$ cat config.mk
export PLATFORM = sky130hd
export DESIGN_NAME = fre_judge_v2
export DESIGN_NICKNAME = d
export VERILOG_FILES = /design/src/rtl/fre_judge_pkg.sv /design/src/rtl/fre_judge_v2_min_max_track.sv /design/src/rtl/fre_judge_v2.sv
export SDC_FILE = /design/constraint.sdc
export NUM_CORES = 1
export LEC_CHECK = 0
export BUFFER_PORTS_ARGS = -buffer_cell sky130_fd_sc_hd__clkbuf_2
export CAP_MARGIN = 40
export CORE_MARGIN = 10
export CORE_UTILIZATION = 40
export DETAILED_ROUTE_END_ITERATION = 10
export PLACE_DENSITY = 0.63
export SYNTH_ARGS = -nofsm -noshare
export SYNTH_HDL_FRONTEND = slang
export SYNTH_SLANG_ARGS = --single-unit
$ cat constraint.sdc
create_clock -name clk -period 3.2 [get_ports clk]
set_input_delay 0.32 -clock clk [delete_from_list [all_inputs] [get_ports clk]]
set_output_delay 0.32 -clock clk [all_outputs]
set_load 0.03 [all_outputs]
$ cat src/rtl/fre_judge_pkg.sv
// fre_judge_pkg: shared state encoding and sizing helpers for the frequency/period judge.
package fre_judge_pkg;

    typedef enum logic [2:0] {
        ST_IDLE = 3'd0,
        ST_MEAN = 3'd1,
        ST_CALC = 3'd2,
        ST_ARM  = 3'd3,
        ST_MEAS = 3'd4,
        ST_DONE = 3'd5
    } state_t;

    // Wide all-ones pattern; consumers slice it down to their output width.
    localparam logic [63:0] PERIOD_MIN_INIT = {64{1'b1}};

    // Accumulator must hold 2^avg_log2 periods of out_width bits without overflow.
    function automatic int acc_width(input int out_width, input int avg_log2);
        return out_width + avg_log2;
    endfunction

endpackage

$ cat src/rtl/fre_judge_v2_min_max_track.sv
// min_max_track: signed peak tracker over a fixed window of MA_CNT_NUM samples.
// done is a same-cycle flag meaning "the sample accepted on this edge completes the
// window", so the controller can leave MEAN exactly after the last sample.
module min_max_track
    import fre_judge_pkg::*;
#(
    parameter int INPUT_WIDTH = 16,
    parameter int CNT_WIDTH   = 32,
    parameter int MA_CNT_NUM  = 2000
) (
    input  logic                          clk,
    input  logic                          rst,
    input  logic                          clr,
    input  logic                          en,
    input  logic signed [INPUT_WIDTH-1:0] dat,
    output logic signed [INPUT_WIDTH-1:0] max,
    output logic signed [INPUT_WIDTH-1:0] min,
    output logic                          done
);

    localparam logic signed [INPUT_WIDTH-1:0] MOST_NEG = {1'b1, {(INPUT_WIDTH-1){1'b0}}};
    localparam logic signed [INPUT_WIDTH-1:0] MOST_POS = {1'b0, {(INPUT_WIDTH-1){1'b1}}};

    logic [CNT_WIDTH-1:0] cnt_r;

    assign done = en && (cnt_r == CNT_WIDTH'(MA_CNT_NUM - 1));

    // Count window samples and keep the running signed extremes
    always_ff @(posedge clk) begin
        if (rst || clr) begin
            cnt_r <= {CNT_WIDTH{1'b0}};
            max   <= MOST_NEG;
            min   <= MOST_POS;
        end else if (en) begin
            cnt_r <= cnt_r + CNT_WIDTH'(1);
            if (dat > max) begin
                max <= dat;
            end
            if (dat < min) begin
                min <= dat;
            end
        end
    end

endmodule

$ cat src/rtl/fre_judge_v2.sv
// fre_judge_v2: measures the peak window of a signed stream, derives a mid-level
// threshold and averages 2^AVG_LOG2 rising-edge intervals into a period estimate.
// Optional feature macro: FRE_JUDGE_HYST_EN (hysteresis around the mid level).
module fre_judge_v2
    import fre_judge_pkg::*;
#(
    parameter int INPUT_WIDTH = 16,
    parameter int OUT_WIDTH   = 18,
    parameter int CNT_WIDTH   = 32,
    parameter int MA_CNT_NUM  = 2000,
    parameter int AVG_LOG2    = 3,
    parameter int CNT_NUM     = 7200,
    parameter int MIN_PERIOD  = 100,
    parameter int HYST_SHIFT  = 3
) (
    input  logic                          clk,
    input  logic                          rst,
    input  logic signed [INPUT_WIDTH-1:0] dat,
    input  logic                          start,
    output logic [OUT_WIDTH-1:0]          period,
    output logic [OUT_WIDTH-1:0]          period_min,
    output logic                          timeout,
    output logic                          flat,
    output logic                          busy,
    output logic                          dready
);

    localparam int ACC_W = acc_width(OUT_WIDTH, AVG_LOG2);
    localparam int XW    = INPUT_WIDTH + 1;
    localparam int NW    = AVG_LOG2 + 1;
    localparam logic [OUT_WIDTH-1:0] PMIN_INIT = PERIOD_MIN_INIT[OUT_WIDTH-1:0];
    localparam logic [NW-1:0]        N_LAST    = NW'((1 << AVG_LOG2) - 1);

    state_t                  state_r;
    logic                    q_r;
    logic signed [XW-1:0]    thr_hi_r;
    logic [OUT_WIDTH-1:0]    interval_r;
    logic [CNT_WIDTH-1:0]    tcnt_r;
    logic [ACC_W-1:0]        acc_r;
    logic [OUT_WIDTH-1:0]    pmin_r;
    logic [NW-1:0]           n_r;
    logic [OUT_WIDTH-1:0]    period_r;
    logic [OUT_WIDTH-1:0]    period_min_r;
    logic                    timeout_r;
    logic                    flat_r;
    logic                    busy_r;
    logic                    dready_r;

    logic signed [INPUT_WIDTH-1:0] trk_max_s;
    logic signed [INPUT_WIDTH-1:0] trk_min_s;
    logic                          trk_done_s;
    logic signed [XW-1:0]          max_x_s;
    logic signed [XW-1:0]          min_x_s;
    logic signed [XW-1:0]          dat_x_s;
    logic signed [XW-1:0]          mid_s;
    logic signed [XW-1:0]          thr_hi_s;
`ifdef FRE_JUDGE_HYST_EN
    logic signed [XW-1:0]          hyst_s;
    logic signed [XW-1:0]          thr_lo_s;
    logic signed [XW-1:0]          thr_lo_r;
`endif
    logic                          q_next_s;
    logic                          rise_s;
    logic                          accept_s;
    logic                          finish_s;
    logic                          tmo_s;
    logic [ACC_W-1:0]              acc_add_s;
    logic [OUT_WIDTH-1:0]          pmin_new_s;
    logic [OUT_WIDTH-1:0]          interval_inc_s;

    min_max_track #(
        .INPUT_WIDTH (INPUT_WIDTH),
        .CNT_WIDTH   (CNT_WIDTH),
        .MA_CNT_NUM  (MA_CNT_NUM)
    ) u_track (
        .clk  (clk),
        .rst  (rst),
        .clr  ((state_r == ST_IDLE) && start),
        .en   (state_r == ST_MEAN),
        .dat  (dat),
        .max  (trk_max_s),
        .min  (trk_min_s),
        .done (trk_done_s)
    );

    // Mid level and thresholds from the window extremes, one bit wider to avoid overflow
    always_comb begin
        max_x_s  = {trk_max_s[INPUT_WIDTH-1], trk_max_s};
        min_x_s  = {trk_min_s[INPUT_WIDTH-1], trk_min_s};
        dat_x_s  = {dat[INPUT_WIDTH-1], dat};
        mid_s    = (max_x_s + min_x_s) >>> 1;
`ifdef FRE_JUDGE_HYST_EN
        // max-min is never negative, so the arithmetic shift equals the logical one
        hyst_s   = (max_x_s - min_x_s) >>> HYST_SHIFT;
        thr_hi_s = mid_s + hyst_s;
        thr_lo_s = mid_s - hyst_s;
`else
        thr_hi_s = mid_s;
`endif
    end

    // Comparator, edge qualification and per-edge arithmetic
    always_comb begin
`ifdef FRE_JUDGE_HYST_EN
        if (dat_x_s > thr_hi_r) begin
            q_next_s = 1'b1;
        end else if (dat_x_s < thr_lo_r) begin
            q_next_s = 1'b0;
        end else begin
            q_next_s = q_r;
        end
`else
        q_next_s = (dat_x_s > thr_hi_r);
`endif
        rise_s         = q_next_s && !q_r;
        accept_s       = rise_s && (interval_r >= OUT_WIDTH'(MIN_PERIOD));
        finish_s       = accept_s && (n_r == N_LAST);
        tmo_s          = (tcnt_r == CNT_WIDTH'(CNT_NUM - 1));
        acc_add_s      = acc_r + ACC_W'(interval_r);
        pmin_new_s     = (interval_r < pmin_r) ? interval_r : pmin_r;
        interval_inc_s = (interval_r == {OUT_WIDTH{1'b1}}) ? interval_r
                                                          : interval_r + OUT_WIDTH'(1);
    end

    // Measurement controller with registered result outputs
    always_ff @(posedge clk) begin
        if (rst) begin
            state_r      <= ST_IDLE;
            q_r          <= 1'b0;
            thr_hi_r     <= {XW{1'b0}};
`ifdef FRE_JUDGE_HYST_EN
            thr_lo_r     <= {XW{1'b0}};
`endif
            interval_r   <= {OUT_WIDTH{1'b0}};
            tcnt_r       <= {CNT_WIDTH{1'b0}};
            acc_r        <= {ACC_W{1'b0}};
            pmin_r       <= PMIN_INIT;
            n_r          <= {NW{1'b0}};
            period_r     <= {OUT_WIDTH{1'b0}};
            period_min_r <= PMIN_INIT;
            timeout_r    <= 1'b0;
            flat_r       <= 1'b0;
            busy_r       <= 1'b0;
            dready_r     <= 1'b0;
        end else begin
            dready_r <= 1'b0;
            case (state_r)
                ST_IDLE: begin
                    if (start) begin
                        state_r    <= ST_MEAN;
                        busy_r     <= 1'b1;
                        acc_r      <= {ACC_W{1'b0}};
                        n_r        <= {NW{1'b0}};
                        pmin_r     <= PMIN_INIT;
                        interval_r <= {OUT_WIDTH{1'b0}};
                    end
                end
                ST_MEAN: begin
                    if (trk_done_s) begin
                        state_r <= ST_CALC;
                    end
                end
                ST_CALC: begin
                    thr_hi_r <= thr_hi_s;
`ifdef FRE_JUDGE_HYST_EN
                    thr_lo_r <= thr_lo_s;
`endif
                    q_r      <= (dat_x_s > mid_s);
                    tcnt_r   <= {CNT_WIDTH{1'b0}};
                    if (trk_max_s == trk_min_s) begin
                        flat_r       <= 1'b1;
                        timeout_r    <= 1'b1;
                        period_r     <= {OUT_WIDTH{1'b0}};
                        period_min_r <= {OUT_WIDTH{1'b0}};
                        dready_r     <= 1'b1;
                        state_r      <= ST_DONE;
                    end else begin
                        state_r <= ST_ARM;
                    end
                end
                ST_ARM: begin
                    q_r    <= q_next_s;
                    tcnt_r <= tcnt_r + CNT_WIDTH'(1);
                    if (tmo_s) begin
                        timeout_r    <= 1'b1;
                        flat_r       <= 1'b0;
                        period_r     <= {OUT_WIDTH{1'b0}};
                        period_min_r <= {OUT_WIDTH{1'b0}};
                        dready_r     <= 1'b1;
                        state_r      <= ST_DONE;
                    end else if (rise_s) begin
                        interval_r <= OUT_WIDTH'(1);
                        state_r    <= ST_MEAS;
                    end
                end
                ST_MEAS: begin
                    q_r        <= q_next_s;
                    tcnt_r     <= tcnt_r + CNT_WIDTH'(1);
                    interval_r <= interval_inc_s;
                    if (accept_s) begin
                        acc_r      <= acc_add_s;
                        pmin_r     <= pmin_new_s;
                        n_r        <= n_r + NW'(1);
                        interval_r <= OUT_WIDTH'(1);
                    end
                    // The final accepted edge takes priority over a coincident timeout
                    if (finish_s) begin
                        period_r     <= acc_add_s[ACC_W-1 -: OUT_WIDTH];
                        period_min_r <= pmin_new_s;
                        timeout_r    <= 1'b0;
                        flat_r       <= 1'b0;
                        dready_r     <= 1'b1;
                        state_r      <= ST_DONE;
                    end else if (tmo_s) begin
                        timeout_r    <= 1'b1;
                        flat_r       <= 1'b0;
                        period_r     <= {OUT_WIDTH{1'b0}};
                        period_min_r <= {OUT_WIDTH{1'b0}};
                        dready_r     <= 1'b1;
                        state_r      <= ST_DONE;
                    end
                end
                ST_DONE: begin
                    busy_r  <= 1'b0;
                    state_r <= ST_IDLE;
                end
                default: begin
                    busy_r  <= 1'b0;
                    state_r <= ST_IDLE;
                end
            endcase
        end
    end

    assign period     = period_r;
    assign period_min = period_min_r;
    assign timeout    = timeout_r;
    assign flat       = flat_r;
    assign busy       = busy_r;
    assign dready     = dready_r;

endmodule
-- After elaboration in Yosys (flattened, before gate mapping)
Index checks and enable logic that the tools add are counted.
- add/sub/neg operators: 6
- order comparisons: 6
- equality and inequality tests: 18
- multiplexer cells: 46
- bitwise gates (word level): 1
- reduce and logical (&&, ||, !) cells: 21
- operators with widths (kind ; number):
    18-bit two-way mux ; 13
    18-bit one-hot mux with 3 select lines ; 3
    32-bit by 1-bit adder with 32-bit output, second input constant ; 2
    32-bit one-hot mux with 2 select lines ; 1
    16-bit > comparator ; 3
    21-bit two-way mux ; 2
    21-bit one-hot mux with 2 select lines ; 1
    18-bit one-hot mux with 2 select lines ; 1
    32-bit by 11-bit equality test with 1-bit output, second input constant ; 1
    32-bit by 13-bit equality test with 1-bit output, second input constant ; 1
    21-bit by 18-bit adder with 21-bit output ; 1
    3-bit two-way mux ; 7
    18-bit by 1-bit adder with 18-bit output, second input constant ; 1
    18-bit equality test, second input constant ; 1
    18-bit by 7-bit >= comparator with 1-bit output, second input constant ; 1
    18-bit less-than comparator ; 1
    16-bit by 16-bit adder with 17-bit output ; 1
    16-bit equality test ; 1
    16-bit less-than comparator ; 1
    3-bit one-hot mux with 5 select lines ; 1
    2-bit inequality test, second input constant ; 6
    1-bit two-way mux ; 9
    3-bit inequality test, second input constant ; 3
    1-bit one-hot mux with 3 select lines ; 3
    21 further kinds ; 33
- flip-flop bits (word level): 217
- input bits: 19

-- Logic depth before layout (Yosys ltp)
Gate-level depths: netlist of the first run.
- depth in word-level cells: 6
- depth in mapped cells: 19
- gate-level depth less buffers: 19

-- Modules after synthesis
A second synthesis of the first run with hierarchy kept.
- cells, all modules: 1601
- area total of the unflattened synthesis: 13195.2 µm²
- by module, submodules not included (module ; instances ; cells an instance ; area an instance (µm²)):
    fre_judge_v2 ; 1 ; 1180 ; 9640.5
    min_max_track ; 1 ; 421 ; 3554.7

-- Worst setup path before layout of the first run
Ideal clock, no wire load.
- path type: flip-flop to flip-flop
- from: register u_track.max[5]
- to: register q_r
- setup time: 0.134 ns
- data arrival time: 3.232 ns
- required time: 3.066 ns
- setup slack: -0.166 ns
- cell stages (with the launch flop): 14
- path buffers: 0
- path through: dfxtp_1 > ha_1 > or2_2 > o31a_1 > a311o_1 > a211o_1 > o21ai_0 > o21ai_0 > a31oi_1 > xor2_1 > ha_1 > or3_1 > a2111oi_0 > o22ai_1
- cells in the longest elaborated chain, start to end: 3
- RTL lines (element ; RTL line ; RTL):
    start: declaration ; fre_judge_v2_min_max_track.sv:16 ; output logic signed [INPUT_WIDTH-1:0] max,
    start signal: assignment ; fre_judge_v2_min_max_track.sv:37 ; max <= dat;
    16-bit by 16-bit adder with 17-bit output ; fre_judge_v2.sv:91 ; mid_s = (max_x_s + min_x_s) >>> 1;
    16-bit > comparator ; fre_judge_v2.sv:168 ; q_r <= (dat_x_s > mid_s);
    1-bit one-hot mux with 2 select lines ; fre_judge_v2.sv:147 ; case (state_r)
    end signal: assignment ; fre_judge_v2.sv:168 ;
    end signal: assignment ; fre_judge_v2.sv:182 ; q_r <= q_next_s;
    end signal: assignment ; fre_judge_v2.sv:197 ; q_r <= q_next_s;
    end: declaration ; fre_judge_v2.sv:35 ; logic q_r;
No other way between the ends.
A chain may end at the register's enable or synchronous reset.

-- Final worst setup path of the first run
- from: register u_track.min[0]
- to: register q_r
- cells in the longest elaborated chain, start to end: 3
- RTL lines (element ; RTL line ; RTL):
    start: declaration ; fre_judge_v2_min_max_track.sv:17 ; output logic signed [INPUT_WIDTH-1:0] min,
    start signal: assignment ; fre_judge_v2_min_max_track.sv:40 ; min <= dat;
    16-bit by 16-bit adder with 17-bit output ; fre_judge_v2.sv:91 ;
    16-bit > comparator ; fre_judge_v2.sv:168 ;
    1-bit one-hot mux with 2 select lines ; fre_judge_v2.sv:147 ;
No other way between the ends.

==> results of run 1 <==
-- cells in the mapped netlist, types with 20 or more instances --
cell type                  instances
sky130_fd_sc_hd__clkbuf_1         50
sky130_fd_sc_hd__nand2_1         138
sky130_fd_sc_hd__nand4_1          25
sky130_fd_sc_hd__nor3_1           32
sky130_fd_sc_hd__a21o_1           20
sky130_fd_sc_hd__o21ai_0          76
sky130_fd_sc_hd__a21oi_1         105
sky130_fd_sc_hd__xnor2_1          27
sky130_fd_sc_hd__inv_1            75
sky130_fd_sc_hd__and3_1           20
sky130_fd_sc_hd__a221o_1          37
sky130_fd_sc_hd__dfxtp_1         217
sky130_fd_sc_hd__nor2b_1          22
sky130_fd_sc_hd__or3_1            22
sky130_fd_sc_hd__ha_1            119
sky130_fd_sc_hd__nand3_1          60
sky130_fd_sc_hd__nor2_1          147
sky130_fd_sc_hd__xor2_1           39
-- logic make-up after synthesis --
| family | synth area share [%] |
|---|---|
| xor gates and xnor gates | 4.59 |
| buffers and inverters | 4.74 |
| muxes | 1.70 |
| and+or+nand+nor | 22.7 |
| DFF | 34.5 |
| adders and majority gates | 12.1 |
| AOI/OAI and AO/OA | 19.7 |
-- power groups by stage --
stage          Combinational [uW]  Clock [uW]  Sequential, uW
2_1_floorplan                1000           0            2910
3_3_place_gp                 1570           0            2890
3_5_place_dp                 1610           0            2900
4_1_cts                      1660        3270            2840
5_1_grt                      1940        3360            2850
6_report                     1770        3190            2840
-- worst reg2reg max path, stage by stage, from the launching register on --
cell,delay (ps)
sky130_fd_sc_hd__dfxtp_2,350
sky130_fd_sc_hd__ha_4,140
sky130_fd_sc_hd__inv_2,30
sky130_fd_sc_hd__fa_2,330
sky130_fd_sc_hd__nor2b_1,120
sky130_fd_sc_hd__o21a_1,170
sky130_fd_sc_hd__o21ai_2,70
sky130_fd_sc_hd__a21oi_2,180
sky130_fd_sc_hd__a41oi_2,170
sky130_fd_sc_hd__nor2b_4,170
sky130_fd_sc_hd__xor2_2,180
sky130_fd_sc_hd__ha_1,340
sky130_fd_sc_hd__a21oi_2,150
sky130_fd_sc_hd__nor2b_1,60
sky130_fd_sc_hd__o21ai_1,140
sky130_fd_sc_hd__nand2b_1,70
sky130_fd_sc_hd__a21oi_1,130
sky130_fd_sc_hd__nor2b_1,80
sky130_fd_sc_hd__a2111oi_2,360
sky130_fd_sc_hd__o22ai_1,120
-- worst max path at each step --
stage	from	end	cells after the start
3_5_place_dp	u_track.min[0]$_SDFFE_PP1P_	q_r$_SDFFE_PP0P_	19
6_report	u_track.min[0]$_SDFFE_PP1P_	q_r$_SDFFE_PP0P_	19
5_1_grt	u_track.min[0]$_SDFFE_PP1P_	q_r$_SDFFE_PP0P_	19
3_3_place_gp	dat[7]	period[8]$_SDFFE_PP0P_	11
2_1_floorplan	u_track.min[0]$_SDFFE_PP1P_	q_r$_SDFFE_PP0P_	16
4_1_cts	u_track.min[0]$_SDFFE_PP1P_	q_r$_SDFFE_PP0P_	18
-- state kept, by name (all words and copies together) (netlist names), 3 cells and up --
register,cells
tcnt_r,32
state_r,3
thr_hi_r,16
period_min,18
u_track.min,16
u_track.cnt_r,32
interval_r,18
pmin_r,18
n_r,4
acc_r,21
period,18
u_track.max,16
-- timing repair --
item                                    in CTS  in global routing
buffers inserted                             1                  1
endpoints found under the hold margin        0                  0
resized for setup                            9                 37
endpoints found under the setup margin      16                 50
gates cloned                                 0                  0
pin swaps                                    4                 18
-- routing by layer --
layer,global-route usage [%],up-vias
li1,-,5712
met1,21.6,5385
met2,28.2,214
met3,2.32,68
met4,5.72,0
met5,0,-
-- metrics by stage --
step                setup slack [ps]  TNS [ps]
detailed placement              -359     -3020
CTS                             -221      -221
global route                    -500     -1970
finish                          -285      -285
floorplan                       12.2         0
global placement                -306     -7350
-- cell type report --
type                       instances  area (um^2)  area share, %
multi-input combinational       1139         7980           52.0
sequential                       217         4350           28.4
timing repair buffer             173         1300           8.46
clock buffer                      34          732           4.77
tap                              396          495           3.23
inverter                          76          285           1.86
clock inverter                    12          196           1.28
==> Flow_metrics.wiki, run 1 <==
{| class="wikitable"
! Metric !! Value
|-
| Worst EP arrival || 3890 ps
|-
| Critical path launch point type || flip-flop
|-
| Vias in the first global route || 10900
|-
| Vias per cell || 5.56
|-
| Commonest cells after routing, fill and taps aside || sky130_fd_sc_hd__dfxtp_1, sky130_fd_sc_hd__nor2_1, sky130_fd_sc_hd__nand2_1
|-
| DRT antenna net count || 0
|-
| Upper clock frequency limit || 0.287 GHz
|-
| Via Count || 11400
|-
| Largest driver fanout on the critical path || 2
|-
| Hold buffer count at cts || 0
|-
| Routed metal-1 wirelength || 15.6 mm
|-
| Uppermost metal layer occupied by signal nets || met4
|-
| Proportion of layout cells with a drive suffix above 1 || 18.0%
|-
| Total gr overflow || 0
|-
| Data required time at the worst endpoint || 3610 ps
|-
| Clock latency reported for the late side of the worst-skew pair || 540 ps
|-
| Max Cap Viol || 0
|-
| Vert. Die Dim || 197 um
|-
| Area growth from synthesis to layout || 21.7%
|-
| Final Skew || 12.3 ps
|-
| Global placement routability congestion || 0.883
|-
| Total number of nets in the final design || 1773
|-
| Yosys warning total || 0
|-
| Critical Path Max Stage Delay || 360 ps
|-
| Reg-to-Reg End || q_r$_SDFFE_PP0P_
|-
| Overall die area || 39000 um^2
|-
| Final wirelength || 33.6 mm
|-
| Layout fillers || 2911
|-
| Most area-hungry cell type in the Yosys netlist || sky130_fd_sc_hd__dfxtp_1
|-
| CP top delay family || compound AO/OA/AOI/OAI gates
|-
| Cell depth of the worst hold path || 3
|-
| Final critical-path required period || 3480 ps
|-
| Worst setup EP type || flip-flop
|-
| Ordered cell list for the critical path || ha_4 -> inv_2 -> fa_2 -> nor2b_1 -> o21a_1 -> o21ai_2 -> a21oi_2 -> a41oi_2 -> nor2b_4 -> xor2_2 -> ha_1 -> a21oi_2 -> nor2b_1 -> o21ai_1 -> nand2b_1 -> a21oi_1 -> nor2b_1 -> a2111oi_2 -> o22ai_1
|-
| Pwr Density || 509 nW/um^2
|-
| Final design utilization || 49.7%
|-
| Hold violation count in the final report || 0
|-
| Reg clk slew, reported paths || 60 ps
|-
| Number of clock sinks || 217
|-
| Violations in the final reports || setup timing
|-
| DRC || 0
|-
| Total buffers and inverters traversed by the critical path || 1
|-
| Final Max Tran Viols || 0
|-
| Routed wire per std cell || 16.4 um
|-
| Synth cell types || 79
|-
| Hpwl dp || 24.6 mm
|-
| Buffer type at the clock tree root || sky130_fd_sc_hd__clkbuf_16
|-
| Combinational share of power || 22.6%
|-
| Fraction of power consumed by the clock network || 40.9%
|-
| Setup slack of the most critical reg-to-reg path || -280 ps
|-
| Run status || finished, violations left
|-
| Number of cells produced by synthesis || 1501
|-
| Routed met2 length || 15.6 mm
|-
| Unrepaired setup endpoints after global routing || true
|-
| Tot GR Track Use || 16.8%
|-
| Most common library cell in the layout ignoring fill and taps || sky130_fd_sc_hd__dfxtp_1
|-
| Maximum root-to-sink buffer count || 3
|-
| Tightest Pin Transition || 686 ps
|-
| FFs w/ async S/R, synth || 0%
|-
| Maximum number of pins on one net before global-route repair || 56
|-
| Pint || 5580 uW
|-
| Share of the synthesized area in the top cell type || 34.5%
|-
| Fin area || 15300 um^2
|-
| First DRT Iteration DRCs || 682
|-
| Critical Setup Path Class || reg2reg
|-
| Syn Std Cell Area || 12600 um^2
|-
| Relative slew slack || 53.7%
|-
| Final worst-path cycle share || 109%
|-
| Count of placed standard cells including taps || 1999
|-
| Port Buf Inserts || 58
|-
| Worst-case reg-to-reg path depth || 19
|-
| Number of buffers inserted during clock tree synthesis || 26
|-
| Switching power || 2220 uW
|-
| Clock tree from TritonCTS || yes
|-
| Share of total power consumed by net switching || 28.4%
|-
| Placed inst area || 14100 um^2
|-
| Peak supply drop || 0.364 mV
|-
| Prevailing post-synth register cell || sky130_fd_sc_hd__dfxtp_1
|-
| Power, Total || 7800 uW
|-
| Sequential Power Share || 36.4%
|-
| Cell repeated most along the worst path || sky130_fd_sc_hd__nor2b_1
|-
| Pleak || 0.00637 uW
|-
| Synthesized Nets || 1641
|-
| Core box area || 30800 um^2
|-
| Routed wire length on met3 || 1.35 mm
|-
| Cell with the largest stage delay on the worst path || sky130_fd_sc_hd__a2111oi_2
|-
| Final WS setup || -285 ps
|-
| Pre-Repair DR Iteration Count || 5
|-
| Final setup fails || 1
|-
| Hold Worst Slack || 114 ps
|-
| Average cell area after synthesis || 8.39 um^2
|-
| Filler-free cell count of the finished design || 2047
|-
| Source of the worst hold timing path || dat[0]
|-
| I/O Pins || 59
|-
| Total of flip-flops plus latches after synthesis || 217
|-
| Row count || 64
|-
| Initial Utilization || 40.9%
|-
| Largest cells by area after synthesis || sky130_fd_sc_hd__dfxtp_1, sky130_fd_sc_hd__ha_1, sky130_fd_sc_hd__nor2_1
|-
| Htree depth || 1
|-
| Post-synthesis sequential area ratio || 34.5%
|-
| Width of the chip || 197 um
|-
| Number of synthesized flops with an enable pin || 0
|-
| Terminating pin of the worst hold path || u_track.min[0]$_SDFFE_PP1P_
|-
| First-pass GRT wire length || 54.9 mm
|-
| RR Startpoint || u_track.min[0]$_SDFFE_PP1P_
|-
| Count of antenna diodes in the layout || 0
|-
| Hold Path Class || in2reg
|-
| Antenna violations before repair || 0
|}
Power figures use the tool's default switching activity.
==> inputs of run 2 (changes only) <==
- ABC_AREA: default -> 1
==> Flow_metrics.wiki, run 2 <==
{| class="wikitable"
! Metric !! Value
|-
| Share of the synthesized area in the top cell type || 29.6% (was 34.5%)
|-
| Initial Utilization || 40.3% (was 40.9%)
|-
| Worst EP arrival || 3350 ps (was 3890 ps)
|-
| Area used by multi-input combinational logic || 8780 um^2 (was 7980 um^2)
|-
| Worst setup EP type || flip-flop (unchanged)
|-
| Syn Std Cell Area || 14700 um^2 (was 12600 um^2)
|-
| Synthesized Nets || 2317 (was 1641)
|-
| DRT antenna net count || 0 (unchanged)
|-
| Total gr overflow || 0 (unchanged)
|-
| Data required time at the worst endpoint || 3590 ps (was 3610 ps)
|-
| Top flop regs || tcnt_r x32, u_track.cnt_r x32, acc_r x21 (unchanged)
|-
| Width of the chip || 211 um (was 197 um)
|-
| Post-synthesis sequential area ratio || 29.6% (was 34.5%)
|-
| Tightest Pin Transition || 886 ps (was 686 ps)
|-
| Average cell area after synthesis || 6.73 um^2 (was 8.39 um^2)
|-
| Power, Total || 14800 uW (was 7800 uW)
|-
| Area growth from synthesis to layout || 12.2% (was 21.7%)
|-
| I/O Pins || 59 (unchanged)
|-
| Critical Setup Path Class || reg2reg (unchanged)
|-
| Buffer count from post-CTS setup fixing || 0 (was 1)
|-
| Final worst-path cycle share || 92.6% (was 109%)
|-
| Most area-hungry cell type in the Yosys netlist || sky130_fd_sc_hd__dfxtp_1 (unchanged)
|-
| Sequential standard cell area || 4340 um^2 (was 4350 um^2)
|-
| Number of buffers inserted during clock tree synthesis || 26 (unchanged)
|-
| Antenna violations before repair || 0 (unchanged)
|-
| Hold buffer count at cts || 0 (unchanged)
|-
| Final Skew || 21.6 ps (was 12.3 ps)
|-
| Number of clock sinks || 217 (unchanged)
|-
| Final Max Tran Viols || 0 (unchanged)
|-
| Hpwl dp || 31.9 mm (was 24.6 mm)
|-
| Reg clk slew, reported paths || 60 ps (about the same)
|-
| Clock tree from TritonCTS || yes (unchanged)
|-
| Prevailing post-synth register cell || sky130_fd_sc_hd__dfxtp_1 (unchanged)
|-
| Peak supply drop || 0.429 mV (was 0.364 mV)
|-
| Largest cells by area after synthesis || sky130_fd_sc_hd__dfxtp_1, sky130_fd_sc_hd__ha_1, sky130_fd_sc_hd__nand2_1 (was sky130_fd_sc_hd__dfxtp_1, sky130_fd_sc_hd__ha_1, sky130_fd_sc_hd__nor2_1)
|-
| Vias in the first global route || 14000 (was 10900)
|-
| Synth cell count leaders || sky130_fd_sc_hd__nand2_1, sky130_fd_sc_hd__inv_1, sky130_fd_sc_hd__dfxtp_1 (was sky130_fd_sc_hd__dfxtp_1, sky130_fd_sc_hd__nor2_1, sky130_fd_sc_hd__nand2_1)
|-
| Hold Worst Slack || 101 ps (was 114 ps)
|-
| Critical path launch point type || flip-flop (unchanged)
|-
| Routed wire per std cell || 16.0 um (was 16.4 um)
|-
| Maximum number of pins on one net before global-route repair || 84 (was 56)
|-
| Maximum root-to-sink buffer count || 3 (unchanged)
|-
| Overall die area || 44700 um^2 (was 39000 um^2)
|-
| Cts repair resizes || 0 (was 9)
|-
| Pleak || 0.00747 uW (was 0.00637 uW)
|-
| Run status || finished, final reports clean (was finished, violations left)
|-
| Proportion of layout cells with a drive suffix above 1 || 9.19% (was 18.0%)
|-
| Via Count || 14700 (was 11400)
|-
| Final design utilization || 45.3% (was 49.7%)
|-
| Largest driver fanout on the critical path || 3 (was 2)
|-
| First DRT Iteration DRCs || 1087 (was 682)
|-
| Pwr Density || 901 nW/um^2 (was 509 nW/um^2)
|-
| Vias per cell || 5.41 (was 5.56)
|-
| Port Buf Inserts || 58 (unchanged)
|-
| Tot GR Track Use || 19.0% (was 16.8%)
|-
| Most common library cell in the layout ignoring fill and taps || sky130_fd_sc_hd__nand2_1 (was sky130_fd_sc_hd__dfxtp_1)
|-
| Total of flip-flops plus latches after synthesis || 217 (unchanged)
|-
| Commonest cells after routing, fill and taps aside || sky130_fd_sc_hd__nand2_1, sky130_fd_sc_hd__inv_1, sky130_fd_sc_hd__dfxtp_1 (was sky130_fd_sc_hd__dfxtp_1, sky130_fd_sc_hd__nor2_1, sky130_fd_sc_hd__nand2_1)
|-
| Hold violation count in the final report || 0 (unchanged)
|-
| Pre-Repair DR Iteration Count || 5 (unchanged)
|-
| Layout fillers || 3766 (was 2911)
|-
| Number of cells produced by synthesis || 2177 (was 1501)
|-
| Buffer type at the clock tree root || sky130_fd_sc_hd__clkbuf_16 (unchanged)
|-
| Total number of nets in the final design || 2362 (was 1773)
|-
| Number of synthesized flops with an enable pin || 0 (unchanged)
|-
| Synth cell types || 55 (was 79)
|-
| Yosys warning total || 0 (unchanged)
|-
| Htree depth || 1 (unchanged)
|-
| Final setup fails || 0 (was 1)
|-
| Row count || 70 (was 64)
|-
| Relative slew slack || 40.9% (was 53.7%)
|-
| Count of antenna diodes in the layout || 0 (unchanged)
|-
| Core box area || 36300 um^2 (was 30800 um^2)
|-
| Final wirelength || 43.4 mm (was 33.6 mm)
|-
| FFs w/ async S/R, synth || 0% (unchanged)
|-
| Hold Path Class || in2reg (unchanged)
|-
| DRC || 0 (unchanged)
|-
| Clock latency reported for the late side of the worst-skew pair || 550 ps (was 540 ps)
|-
| Most common cell in the netlist || sky130_fd_sc_hd__nand2_1 (was sky130_fd_sc_hd__dfxtp_1)
|-
| Final critical-path required period || 2960 ps (was 3480 ps)
|-
| Upper clock frequency limit || 0.337 GHz (was 0.287 GHz)
|-
| Global placement routability congestion || 0.949 (was 0.883)
|-
| Vert. Die Dim || 211 um (was 197 um)
|-
| Max Cap Viol || 0 (unchanged)
|-
| First-pass GRT wire length || 71.2 mm (was 54.9 mm)
|}
==> run 2: layout make-up <==
class                   instances  area share, %
repair buffers                101           4.03
flip-flops and latches        217           26.4
inverters                     317           7.25
clock buffers                  39           4.62
multi-input cells            1559           53.4
clock inverters                 9          0.745
well taps                     468           3.56
==> run 2: kinds of logic after synthesis <==
| group | synth area share (%) |
|---|---|
| AO/OA/AOI/OAI | 17.6 |
| XOR/XNOR | 2.93 |
| adder cells (fa/ha/maj) | 10.4 |
| buffers and inverters | 10.7 |
| flip-flops | 29.6 |
| AND/OR/NAND/NOR | 28.7 |
==> run 2: per-layer routing <==
layer / global-route usage (%) / part of all wire [%]
met1: 24.3 / 46
met2: 33.2 / 48
met3: 1.98 / 4.1
met4: 5.16 / 2.4
met5: 0 / 0
==> run 2: critical path: stages (launching register included) <==
cell and delay, ps:
sky130_fd_sc_hd__dfxtp_1 350, sky130_fd_sc_hd__ha_1 190, sky130_fd_sc_hd__inv_1 60, sky130_fd_sc_hd__fa_2 350, sky130_fd_sc_hd__o21ai_2 160, sky130_fd_sc_hd__nand2_1 70
sky130_fd_sc_hd__o211ai_1 130, sky130_fd_sc_hd__buf_4 180, sky130_fd_sc_hd__a21o_1 160, sky130_fd_sc_hd__xnor2_2 80, sky130_fd_sc_hd__ha_1 320, sky130_fd_sc_hd__nand2_1 100
sky130_fd_sc_hd__nor2_1 50, sky130_fd_sc_hd__a211oi_1 190, sky130_fd_sc_hd__o21ai_1 100, sky130_fd_sc_hd__a21oi_1 120, sky130_fd_sc_hd__o21ai_1 70, sky130_fd_sc_hd__nand2_1 60
sky130_fd_sc_hd__a31oi_1 60
==> run 2: worst paths after layout <==
path | endpoint | slack [ps] | start | cells past startpoint
max | q_r$_SDFFE_PP0P_ | 240 | u_track.min[0]$_SDFFE_PP1P_ | 18
min | u_track.min[0]$_SDFFE_PP1P_ | 100 | dat[0] | 3
max reg2reg | q_r$_SDFFE_PP0P_ | 240 | u_track.min[0]$_SDFFE_PP1P_ | 18
min reg2reg | tcnt_r[7]$_SDFFE_PP0P_ | 470 | tcnt_r[7]$_SDFFE_PP0P_ | 2
==> run 2: where the power goes <==
group | internal [uW] | switching (uW) | leakage [uW]
sequential | 3340 | 517 | 0.00177
clock | 1880 | 1210 | 0.000433
combinational | 2650 | 5220 | 0.00527
==> run 2: per-stage QoR <==
step | setup TNS (ps) | std cells | worst slack, ps | instance area (um^2)
after floorplan | 0 | 2177 | 309 | 14700
after global placement | 0 | 2662 | 62.8 | 15500
after detailed placement | 0 | 2662 | 45.3 | 15500
after CTS | 0 | 2710 | 24.1 | 16400
after global routing | -23.5 | 2710 | -23.5 | 16500
final | 0 | 2710 | 236 | 16500
==> inputs of run 3 (changes only) <==
- PLACE_DENSITY: 0.63 -> default
==> Flow_metrics.wiki, run 3 (synthesis gave the netlist of run 2 again) <==
{| class="wikitable"
! Metric !! Value
|-
| Number of clock sinks || 217 (unchanged)
|-
| Hold Path Class || in2reg (unchanged)
|-
| Clock latency reported for the late side of the worst-skew pair || 550 ps (about the same)
|-
| Global placement routability congestion || 0.953 (was 0.949)
|-
| Largest driver fanout on the critical path || 3 (unchanged)
|-
| Data required time at the worst endpoint || 3600 ps (was 3590 ps)
|-
| Core box area || 36300 um^2 (unchanged)
|-
| DRC || 0 (unchanged)
|-
| Final Max Tran Viols || 0 (unchanged)
|-
| Antenna violations before repair || 2 (was 0)
|-
| Cell depth of the worst hold path || 3 (unchanged)
|-
| Final setup fails || 0 (unchanged)
|-
| Hold buffer count at cts || 0 (unchanged)
|-
| Total gr overflow || 0 (unchanged)
|-
| Top flop regs || tcnt_r x32, u_track.cnt_r x32, acc_r x21 (unchanged)
|-
| Via Count || 14500 (was 14700)
|-
| Setup slack of the most critical reg-to-reg path || 220 ps (was 240 ps)
|-
| Cell with the largest stage delay on the worst path || sky130_fd_sc_hd__dfxtp_1 (unchanged)
|-
| Pwr Density || 886 nW/um^2 (was 901 nW/um^2)
|-
| Final Skew || 12.1 ps (was 21.6 ps)
|-
| Most common library cell in the layout ignoring fill and taps || sky130_fd_sc_hd__nand2_1 (unchanged)
|-
| I/O Pins || 59 (unchanged)
|-
| Hpwl dp || 31.6 mm (was 31.9 mm)
|-
| Hold violation count in the final report || 0 (unchanged)
|-
| Initial Utilization || 40.3% (unchanged)
|-
| Tightest Pin Transition || 895 ps (was 886 ps)
|-
| Overall die area || 44700 um^2 (unchanged)
|-
| Filler-free cell count of the finished design || 2701 (was 2710)
|-
| Cell repeated most along the worst path || sky130_fd_sc_hd__nand2_1 (unchanged)
|-
| Source of the worst hold timing path || dat[0] (unchanged)
|-
| CP top delay family || compound AO/OA/AOI/OAI gates (unchanged)
|-
| Critical path launch point type || flip-flop (unchanged)
|-
| Critical Path Max Stage Delay || 350 ps (about the same)
|-
| Hold Worst Slack || 80.8 ps (was 101 ps)
|-
| Peak supply drop || 0.599 mV (was 0.429 mV)
|-
| Worst slack, placed || 32.2 ps (was 45.3 ps)
|-
| Width of the chip || 211 um (unchanged)
|-
| Aggregate negative setup slack || 0 ps (unchanged)
|-
| Layout fillers || 3755 (was 3766)
|-
| Final critical-path required period || 2980 ps (was 2960 ps)
|-
| Vias in the first global route || 13900 (was 14000)
|-
| First DRT Iteration DRCs || 1025 (was 1087)
|-
| Total number of nets in the final design || 2358 (was 2362)
|-
| Proportion of layout cells with a drive suffix above 1 || 8.65% (was 9.19%)
|-
| Count of placed standard cells including taps || 2656 (was 2662)
|-
| RR Startpoint || u_track.min[0]$_SDFFE_PP1P_ (unchanged)
|-
| Reg-to-Reg End || q_r$_SDFFE_PP0P_ (unchanged)
|-
| Routed wire per std cell || 15.9 um (was 16.0 um)
|-
| Maximum root-to-sink buffer count || 3 (unchanged)
|-
| Run status || finished, final reports clean (unchanged)
|-
| Final WS setup || 218 ps (was 236 ps)
|-
| Worst setup EP type || flip-flop (unchanged)
|-
| Tot GR Track Use || 18.9% (was 19.0%)
|-
| Vias per cell || 5.38 (was 5.41)
|-
| First-pass GRT wire length || 70.3 mm (was 71.2 mm)
|-
| Worst EP arrival || 3380 ps (was 3350 ps)
|-
| Buffer type at the clock tree root || sky130_fd_sc_hd__clkbuf_16 (unchanged)
|-
| Area growth from synthesis to layout || 11.0% (was 12.2%)
|-
| Maximum number of pins on one net before global-route repair || 84 (unchanged)
|-
| Clock tree from TritonCTS || yes (unchanged)
|-
| Pleak || 0.00737 uW (was 0.00747 uW)
|-
| Placed inst area || 15500 um^2 (about the same)
|-
| Terminating pin of the worst hold path || u_track.min[0]$_SDFFE_PP1P_ (unchanged)
|-
| Htree depth || 1 (unchanged)
|-
| Total buffers and inverters traversed by the critical path || 2 (unchanged)
|-
| Number of buffers inserted during clock tree synthesis || 27 (was 26)
|-
| Upper clock frequency limit || 0.335 GHz (was 0.337 GHz)
|-
| Critical Setup Path Class || reg2reg (unchanged)
|-
| DRT antenna net count || 0 (unchanged)
|-
| Final wirelength || 43.0 mm (was 43.4 mm)
|-
| Fin area || 16300 um^2 (was 16500 um^2)
|-
| Vert. Die Dim || 211 um (unchanged)
|-
| Unrepaired setup endpoints after global routing || false
|-
| Pre-Repair DR Iteration Count || 5 (unchanged)
|-
| Port Buf Inserts || 58 (unchanged)
|-
| Worst-case reg-to-reg path depth || 18 (unchanged)
|-
| Row count || 70 (unchanged)
|-
| Final worst-path cycle share || 93.2% (was 92.6%)
|-
| Ordered cell list for the critical path || ha_1 -> inv_1 -> fa_2 -> o21ai_2 -> nand2_1 -> o211ai_1 -> buf_4 -> a21o_1 -> xnor2_1 -> ha_1 -> nand2_1 -> nor2_1 -> a211oi_1 -> o21ai_0 -> a21oi_1 -> o21ai_0 -> nand2_1 -> a31oi_1 (was ha_1 -> inv_1 -> fa_2 -> o21ai_2 -> nand2_1 -> o211ai_1 -> buf_4 -> a21o_1 -> xnor2_2 -> ha_1 -> nand2_1 -> nor2_1 -> a211oi_1 -> o21ai_1 -> a21oi_1 -> o21ai_1 -> nand2_1 -> a31oi_1)
|-
| Relative slew slack || 40.3% (was 40.9%)
|-
| Commonest cells after routing, fill and taps aside || sky130_fd_sc_hd__nand2_1, sky130_fd_sc_hd__inv_1, sky130_fd_sc_hd__dfxtp_1 (unchanged)
|-
| Reg clk slew, reported paths || 60 ps (about the same)
|-
| Max Cap Viol || 0 (unchanged)
|}
-- run 3: cell types whose count changed in the layout (fill, tap and decap cells not counted), moves of 2 or more --
cell,change
sky130_fd_sc_hd__o21ai_0,+2
sky130_fd_sc_hd__bufinv_16,-3
sky130_fd_sc_hd__clkinv_2,-2
sky130_fd_sc_hd__clkbuf_8,-3
sky130_fd_sc_hd__clkbuf_1,+4
sky130_fd_sc_hd__o21ai_1,-2
sky130_fd_sc_hd__buf_4,-5
-- run 3: where the power goes --
group          switching [uW]  leakage, uW  internal (uW)
clock network            1170     0.000366           1560
registers                 512      0.00177           3340
logic                    5200      0.00524           2650
total                    6880      0.00737           7550
-- run 3: timing repair --
item,CTS,global route
buffers inserted,0,1
setup endpoints to repair,0,1
resized for setup,0,9
-- run 3: worst max-delay path by stage --
stage,endpoint,cells past startpoint,from,slack [ps]
5_1_grt,q_r$_SDFFE_PP0P_,18,u_track.min[0]$_SDFFE_PP1P_,2
4_1_cts,q_r$_SDFFE_PP0P_,16,u_track.max[0]$_SDFFE_PP0P_,10
6_report,q_r$_SDFFE_PP0P_,18,u_track.min[0]$_SDFFE_PP1P_,220
3_5_place_dp,q_r$_SDFFE_PP0P_,16,u_track.max[0]$_SDFFE_PP0P_,30
2_1_floorplan,q_r$_SDFFE_PP0P_,17,u_track.max[0]$_SDFFE_PP0P_,310
3_3_place_gp,q_r$_SDFFE_PP0P_,18,u_track.max[0]$_SDFFE_PP0P_,130
-- run 3: layout make-up --
cell class / instances / area, um^2 / share of cell area (%)
sequential: 217 / 4350 / 26.7
antenna: 1 / 2.50 / 0.0154
timing repair buffer: 96 / 626 / 3.84
tap: 468 / 586 / 3.60
clock buffer: 40 / 734 / 4.51
inverter: 317 / 1190 / 7.32
multi-input combinational: 1559 / 8780 / 53.9
clock inverter: 3 / 15.0 / 0.0922
-- run 3: per-layer routing --
metal | wire length, um | global-route usage, %
met1 | 19300 | 23.6
met3 | 2090 | 2.96
met2 | 20300 | 32.6
met5 | 11 | 0
met4 | 1230 | 5.98
-- run 3: per-stage QoR --
stage | total power, uW | utilization [%]
floorplan | 9460 | -
global route | 15700 | 44.8
finish | 14400 | 44.8
CTS | 14400 | 44.7
detailed placement | 11600 | 42.6
global placement | 11500 | 42.6
-- run 3: worst register-to-register path: cells and delay by family (launching register included) --
kind | cells | cell delay (ps)
AOI/OAI and AO/OA | 8 | 980
adders and majority gates | 3 | 810
DFF | 1 | 350
and+or+nand+nor | 4 | 310
buffers and inverters | 2 | 220
xor gates and xnor gates | 1 | 160
